<file path="src/rtl/lsu_mem_ctrl.sv">
// Load/store unit: turns one datapath request into a byte-enabled word access
// with a ready handshake, formats load data and reports misalignment/timeouts.
module lsu_mem_ctrl #(
  parameter int unsigned TIMEOUT = 255
) (
  input  logic        clk,
  input  logic        rst,
  input  logic        req_valid,
  output logic        req_ready,
  input  logic        req_we,
  input  logic [1:0]  req_size,
  input  logic        req_unsigned,
  input  logic [31:0] req_addr,
  input  logic [31:0] req_wdata,
  output logic        rsp_valid,
  output logic [31:0] rsp_rdata,
  output logic        rsp_err,
  output logic        mem_en,
  output logic [3:0]  mem_we,
  output logic [31:0] mem_addr,
  output logic [31:0] mem_wdata,
  input  logic        mem_ready,
  input  logic [31:0] mem_rdata
);

  typedef enum logic [1:0] {IDLE, ACCESS, RESP} state_t;

  state_t      state;
  logic [7:0]  wait_cnt;
  logic        lat_we;
  logic [1:0]  lat_size;
  logic        lat_unsigned;
  logic [1:0]  lat_off;

  logic        req_illegal;
  logic [3:0]  st_we;
  logic [31:0] st_wdata;
  logic [31:0] ld_sel;
  logic [31:0] ld_data;
  logic        ld_sign;

  assign req_ready = (state == IDLE);

  // NOTE: every output of always_comb gets a default first so no latch is inferred.
  always_comb begin
    req_illegal = 1'b0;
    st_we       = 4'b0000;
    st_wdata    = 32'h0;
    unique case (req_size)
      2'b00: begin
        st_we    = 4'b0001 << req_addr[1:0];
        st_wdata = {4{req_wdata[7:0]}};
      end
      2'b01: begin
        req_illegal = req_addr[0];
        st_we       = req_addr[1] ? 4'b1100 : 4'b0011;
        st_wdata    = {2{req_wdata[15:0]}};
      end
      2'b10: begin
        req_illegal = (req_addr[1:0] != 2'b00);
        st_we       = 4'b1111;
        st_wdata    = req_wdata;
      end
      default: req_illegal = 1'b1;
    endcase
  end

  // Load data is shifted down to lane 0 and then extended per the latched size.
  always_comb begin
    ld_sel  = mem_rdata >> {lat_off, 3'b000};
    ld_sign = ~lat_unsigned;
    unique case (lat_size)
      2'b00:   ld_data = {{24{ld_sign & ld_sel[7]}}, ld_sel[7:0]};
      2'b01:   ld_data = {{16{ld_sign & ld_sel[15]}}, ld_sel[15:0]};
      default: ld_data = mem_rdata;
    endcase
  end

  // NOTE: sequential state uses non-blocking assignments so all registers update together.
  always_ff @(posedge clk) begin
    if (rst) begin
      state        <= IDLE;
      wait_cnt     <= 8'd0;
      lat_we       <= 1'b0;
      lat_size     <= 2'b00;
      lat_unsigned <= 1'b0;
      lat_off      <= 2'b00;
      mem_en       <= 1'b0;
      mem_we       <= 4'b0000;
      mem_addr     <= 32'h0;
      mem_wdata    <= 32'h0;
      rsp_valid    <= 1'b0;
      rsp_rdata    <= 32'h0;
      rsp_err      <= 1'b0;
    end else begin
      unique case (state)
        IDLE: begin
          if (req_valid) begin
            lat_we       <= req_we;
            lat_size     <= req_size;
            lat_unsigned <= req_unsigned;
            lat_off      <= req_addr[1:0];
            wait_cnt     <= 8'd0;
            if (req_illegal) begin
              state     <= RESP;
              rsp_valid <= 1'b1;
              rsp_err   <= 1'b1;
              rsp_rdata <= 32'h0;
            end else begin
              state     <= ACCESS;
              mem_en    <= 1'b1;
              mem_we    <= req_we ? st_we : 4'b0000;
              mem_addr  <= {req_addr[31:2], 2'b00};
              mem_wdata <= req_we ? st_wdata : 32'h0;
            end
          end
        end
        ACCESS: begin
          // A completing handshake wins over a timeout landing on the same edge.
          if (mem_ready) begin
            state     <= RESP;
            mem_en    <= 1'b0;
            mem_we    <= 4'b0000;
            rsp_valid <= 1'b1;
            rsp_err   <= 1'b0;
            rsp_rdata <= lat_we ? 32'h0 : ld_data;
          end else if (wait_cnt == 8'(TIMEOUT - 1)) begin
            state     <= RESP;
            mem_en    <= 1'b0;
            mem_we    <= 4'b0000;
            rsp_valid <= 1'b1;
            rsp_err   <= 1'b1;
            rsp_rdata <= 32'h0;
          end else begin
            wait_cnt <= wait_cnt + 8'd1;
          end
        end
        RESP: begin
          state     <= IDLE;
          rsp_valid <= 1'b0;
          rsp_err   <= 1'b0;
          rsp_rdata <= 32'h0;
        end
        default: state <= IDLE;
      endcase
    end
  end

endmodule

</file>
<file path="config.mk">
export PLATFORM = sky130hd
export DESIGN_NAME = lsu_mem_ctrl
export DESIGN_NICKNAME = d
export VERILOG_FILES = /design/src/rtl/lsu_mem_ctrl.sv
export SDC_FILE = /design/constraint.sdc
export NUM_CORES = 1
export LEC_CHECK = 0
export ABC_CLOCK_PERIOD_IN_PS = 2100
export CAP_MARGIN = 25
export CORE_MARGIN = 3
export CORE_UTILIZATION = 33
export DETAILED_ROUTE_END_ITERATION = 8
export PLACE_DENSITY = 0.73
export SLEW_MARGIN = 20
export SYNTH_ARGS = -nofsm -noshare
export SYNTH_HDL_FRONTEND = slang
export SYNTH_SLANG_ARGS = --single-unit
export TNS_END_PERCENT = 5
</file>
<file path="constraint.sdc">
create_clock -name clk -period 2.1 [get_ports clk]
set_input_delay 0.42 -clock clk [delete_from_list [all_inputs] [get_ports clk]]
set_output_delay 0.42 -clock clk [all_outputs]
set_load 0.005 [all_outputs]
</file>
==> results of run 1 <==
final cells by class:
class	count	area [um2]	area share
clock buffer	19	433	0.0509
timing repair buffer	243	2410	0.283
multi-input combinational	461	2830	0.332
tap	216	270	0.0318
clock inverter	13	205	0.0241
inverter	5	18.8	0.00221
sequential	117	2340	0.275
critical path, stage by stage (launching register included):
cell	delay, ns
dfxtp_1	0.40
nor2_4	0.20
clkdlybuf4s50_1	0.56
synth_stat cells, types with 10 or more instances:
library cell | number | area (um2)
nor2_1 | 29 | 109
buf_2 | 16 | 80.1
nand2_1 | 109 | 409
o21ai_0 | 17 | 85.1
nand3_1 | 24 | 120
o2bb2ai_1 | 40 | 350
clkbuf_1 | 32 | 120
a21oi_1 | 109 | 546
dfxtp_1 | 117 | 2340
o2bb2ai_2 | 10 | 150
nor2b_1 | 12 | 75.1
mux2i_1 | 21 | 210
report_power, final:
group          internal (uW)  switching, uW
clock network           2100           1050
logic                    532            482
registers               2300           60.4
sequential cells by signal, summed over array words and instances (netlist names):
| register | count |
|---|---|
| mem_wdata | 32 |
| rsp_rdata | 32 |
| mem_addr | 30 |
| wait_cnt | 8 |
| mem_we | 4 |
| lat_off | 2 |
| lat_size | 2 |
| state | 2 |
| lat_unsigned | 1 |
| lat_we | 1 |
| mem_en | 1 |
| rsp_err | 1 |
| rsp_valid | 1 |
routing by layer:
layer  track usage  vias to the layer above
met5             0                        -
met4        0.0645                        0
met3        0.0683                       20
met2         0.311                      219
met1         0.235                     2539
li1              -                     2676
cell families (layout without fill, tap and decap cells):
kind of cell,Yosys count,count (layout)
simple gates,216,216
compound gates,210,210
flops,117,117
buf+inv,58,280
mux,25,25
xor+xnor,6,6
fa+ha+maj,2,2
other cells,1,2
path summary, 6_finish.rpt:
| check | endpoint | startpoint | slack [ns] |
|---|---|---|---|
| worst min register to register | mem_addr[15]$_SDFFE_PP0P_ | mem_addr[15]$_SDFFE_PP0P_ | 0.45 |
| worst min-delay path | lat_size[0]$_SDFFE_PP0P_ | rst | 0.36 |
| worst max register to register | rsp_rdata[18]$_SDFFE_PP0P_ | lat_off[0]$_SDFFE_PP0P_ | 0.28 |
| worst max-delay path | req_ready | state[0]$_SDFFE_PP0P_ | 0.11 |
per-stage QoR:
stage,power [uW],std cells
final,6520,1074
after floorplan,2870,636
after detailed placement,3410,1041
after CTS,6590,1073
after global routing,6780,1074
after global placement,3400,1041
repair_timing:
item,CTS,global route
setup endpoints to repair,1,1
gates resized for setup,1,1
pin swaps,0,0
hold buffers,0,0
buffers inserted,0,0
==> reports/qor.yml, run 1 <==
p_leak_uw: 0.00302
place_congestion: 0.846
ant_nets: 0
relSlewSlack: 0.619
synth_area_per_cell_um2: 8.53
post-place-ws_ns: -0.126
synth_compound_area_frac: 0.264
die-area_mm2: 0.0180
min_path_cells: 2
crit_type: "reg2out"
yosys.cell_types.count: 54
wl_met2_mm: 8.25
core_area_mm2: 0.0160
finalWorstSetupSlack_ns: 0.112
row_count: 46
synth_cells: 635
finClkSkew_ns: 0.00849
critPathLaunchType: "flop"
fillerInstances: 1524
setup_viol: 0
ys_seq_area_frac: 0.432
finalHoldViolations: 0
grt_pass1_vias: 5359
synth-main-ff-cell: "dfxtp_1"
clk_pin_slew_ns: 0.05
whs_ns: 0.357
dpl_cell_area_mm2: 0.00785
grt_setup_unrepaired: "false"
synth-adder-area-share: 0.00462
dr.pass1.iters: 5
clk_path_buf_depth: 2
numPortBuffers: 205
synthMuxAreaShare: 0.0513
num_vias: 5454
fin_crit_ns: 1.99
clkLatencyLatePin_ns: 0.41
drc: 0
endpoint_kind: "output pin"
final_cell_area_mm2: 0.00850
dp_hpwl_mm: 12.3
synth_edf_count: 0
dr.first_iter.drc_count: 305
hold_path_class: "in2reg"
fp.dieW_um: 134
final_util: 0.531
grt_max_degree: 65
tightest_slew_ns: 0.571
m1WireLength_mm: 7.22
max-cap-violations: 0
grt-ovfl-total: 0
top_layer: "met4"
async_reset_ff_frac: 0
tritoncts: "built"
clkSinkCount: 117
start_util: 0.339
antenna_cells: 0
die_y_um: 134
fmaxAchievable_mhz: 503
dr_wl_met3_mm: 1.56
worstPathMaxFanout: 9
vias_per_cell: 5.08
layout_common_cells: "clkdlybuf4s50_1, dfxtp_1, a21oi_1, nand2_1, o2bb2ai_1"
nets: 951
final_common_cell: "clkdlybuf4s50_1"
cp.arrival_ns: 1.57
grt_pass1_wl_mm: 27.9
synth-xor-area-share: 0.00970
antenna_found_initial: 0
maxSlewViolCount: 0
ys_warn_count: 0
cts.htree.levels: 4
synth_top_family_by_area: "compound AO/OA/AOI/OAI gates"
synth-simple-area-share: 0.188
synthToLayoutAreaGrowth_pct: 57.0
cts-root-buf: "clkbuf_16"
setup_tns_ns: 0
syn_area_mm2: 0.00542
wl_per_cell_um: 16.1
io_pins: 208
drive_gt1_frac: 0.107
status: "finished clean"
fin_crit_sh: 0.946
grt_usage: 0.191
r2r_cells: 5
cts_made_buffers: 17
ir_worst_vdd_v: 0.000493
routed_wl_mm: 17.3
crit_required_ns: 1.68
synth_seq_cells: 117
pwr_density_cell_mw_per_mm2: 767
Power figures use the tool's default switching activity.
==> run 2: changes to the inputs <==
Settings changed: CAP_MARGIN 25 to default.
==> run 2 against run 1 <==
Design area hardly changed. Sequential cell count stayed put. Global-route usage stayed put. Register-to-register slack hardly changed. Largest cell class unchanged. First-iteration DRC count is 4.6% lower. Critical endpoint unchanged. Sequential share of layout area hardly changed. Cell count hardly changed. Critical path depth stayed put. Utilization hardly changed.
==> reports/qor.yml, run 2 (synthesized netlist as in run 1, its figures left out) <==
status: "finished clean"
crit_type: "reg2out"
reg.largest.list: "mem_wdata: 32 flops, rsp_rdata: 32 flops, mem_addr: 30 flops"
row_count: 46  # unchanged
cts-root-buf: "clkbuf_16"
antenna_found_initial: 0  # unchanged
postCtsSetupBuffers: 0  # unchanged
nets: 950  # -0.11%
maxSlewViolCount: 0  # unchanged
start_util: 0.339  # unchanged
core_area_mm2: 0.0160  # unchanged
grt_usage: 0.191  # unchanged
fmaxAchievable_mhz: 503  # about the same
hold_path_startpoint: "rst"
place_congestion: 0.846  # unchanged
r2r_cells: 5  # unchanged
grt_max_degree: 65  # unchanged
ir_worst_vdd_v: 0.000495  # +0.32%
grt_setup_unrepaired: "false"
drc: 0  # unchanged
layout_common_cells: "clkdlybuf4s50_1, dfxtp_1, a21oi_1, nand2_1, o2bb2ai_1"
synthToLayoutAreaGrowth_pct: 56.8  # about the same
p_leak_uw: 0.00302  # -0.15%
vias_per_cell: 5.07  # -0.16%
worstPathMaxFanout: 9  # unchanged
finalPower_uw: 6530  # about the same
setup_tns_ns: 0  # unchanged
fin_crit_sh: 0.946  # about the same
numPortBuffers: 205  # unchanged
cts.htree.levels: 4  # unchanged
setup_viol: 0  # unchanged
relSlewSlack: 0.257  # -0.362
clk_path_buf_depth: 2  # unchanged
startpoint: "state[0]$_SDFFE_PP0P_"
final_cell_area_mm2: 0.00850  # about the same
dr.pass1.iters: 5  # unchanged
dp_hpwl_mm: 12.3  # unchanged
final_common_cell: "clkdlybuf4s50_1"
finalWorstSetupSlack_ns: 0.112  # -0.0000520 ns
clkSinkCount: 117  # unchanged
pwr_density_cell_mw_per_mm2: 768  # +0.15%
post-place-ws_ns: -0.126  # unchanged
ant_nets: 0  # unchanged
finalHoldViolations: 0  # unchanged
clkLatencyLatePin_ns: 0.41  # about the same
stdcell_count: 1073  # -0.093%
endpoint_kind: "output pin"
finClkSkew_ns: 0.00861  # +0.000124 ns
wl_per_cell_um: 16.2  # +0.46%
fp.dieW_um: 134  # unchanged
antenna_cells: 0  # unchanged
grt_pass1_vias: 5359  # unchanged
clk_pin_slew_ns: 0.05  # about the same
io_pins: 208  # unchanged
num_vias: 5440  # -0.26%
tritoncts: "built"
critPathLaunchType: "flop"
die-area_mm2: 0.0180  # unchanged
grt_pass1_wl_mm: 27.9  # unchanged
dr.first_iter.drc_count: 291  # -4.6%
drive_gt1_frac: 0.106  # -0.00104
r2r_start: "lat_off[0]$_SDFFE_PP0P_"
cp.arrival_ns: 1.57  # about the same
routed_wl_mm: 17.4  # +0.37%
fin_crit_ns: 1.99  # +0.0000520 ns
min_path_cells: 2  # unchanged
cts_made_buffers: 17  # unchanged
tightest_slew_ns: 1.11  # +0.540 ns
dpl_cell_area_mm2: 0.00785  # unchanged
grt-ovfl-total: 0  # unchanged
dp.cells: 1041  # unchanged
max-cap-violations: 0  # unchanged
crit_required_ns: 1.68  # about the same
hold_path_class: "in2reg"
die_y_um: 134  # unchanged
## run 2: worst paths after layout
path | endpoint | slack [ns]
max | req_ready | 0.11
min reg2reg | mem_addr[15]$_SDFFE_PP0P_ | 0.45
min | lat_size[0]$_SDFFE_PP0P_ | 0.36
max reg2reg | rsp_rdata[18]$_SDFFE_PP0P_ | 0.28
## run 2: where the power goes
group          internal, uW  switching (uW)  total [uW]
Combinational           530             483        1010
Clock                  2100            1050        3150
Sequential             2300            60.1        2360
Total                  4930            1600        6530
## run 2: what timing repair did
item                                    CTS  global route
resized for setup                         1             1
hold buffers                              0             0
endpoints found under the setup margin    1             1
## run 2: final cells by class
cell class              count  area, um2
well taps                 216        270
clock buffers              19        433
clock inverters            13        205
repair buffers            242       2400
inverters                   5       18.8
flip-flops and latches    117       2340
fillers                  1521       7500
multi-input cells         461       2830
## run 2: critical path, cell delays in order (launching register included)
cell and delay [ns]:
dfxtp_1 0.40, nor2_4 0.20, clkdlybuf4s50_1 0.56
## run 2: per-stage QoR
stage / utilization / hold WS, ns
floorplan: - / 0.448
global route: 0.531 / 0.372
detailed placement: 0.491 / 0.445
CTS: 0.531 / 0.344
finish: 0.531 / 0.356
global placement: 0.491 / 0.439
## run 2: per-layer routing
metal / up-vias / routed length (um) / global-route usage
met1: 2521 / 7320 / 0.235
met5: - / 0 / 0
met2: 227 / 8240 / 0.311
met4: 0 / 265 / 0.0645
li1: 2671 / - / -
met3: 21 / 1530 / 0.0683
==> run 3: changes to the inputs <==
Settings changed: HOLD_SLACK_MARGIN from default to 0.03.
==> results of run 3 <==
No change in the layout: final DEF, timing and power equal those of run 2.
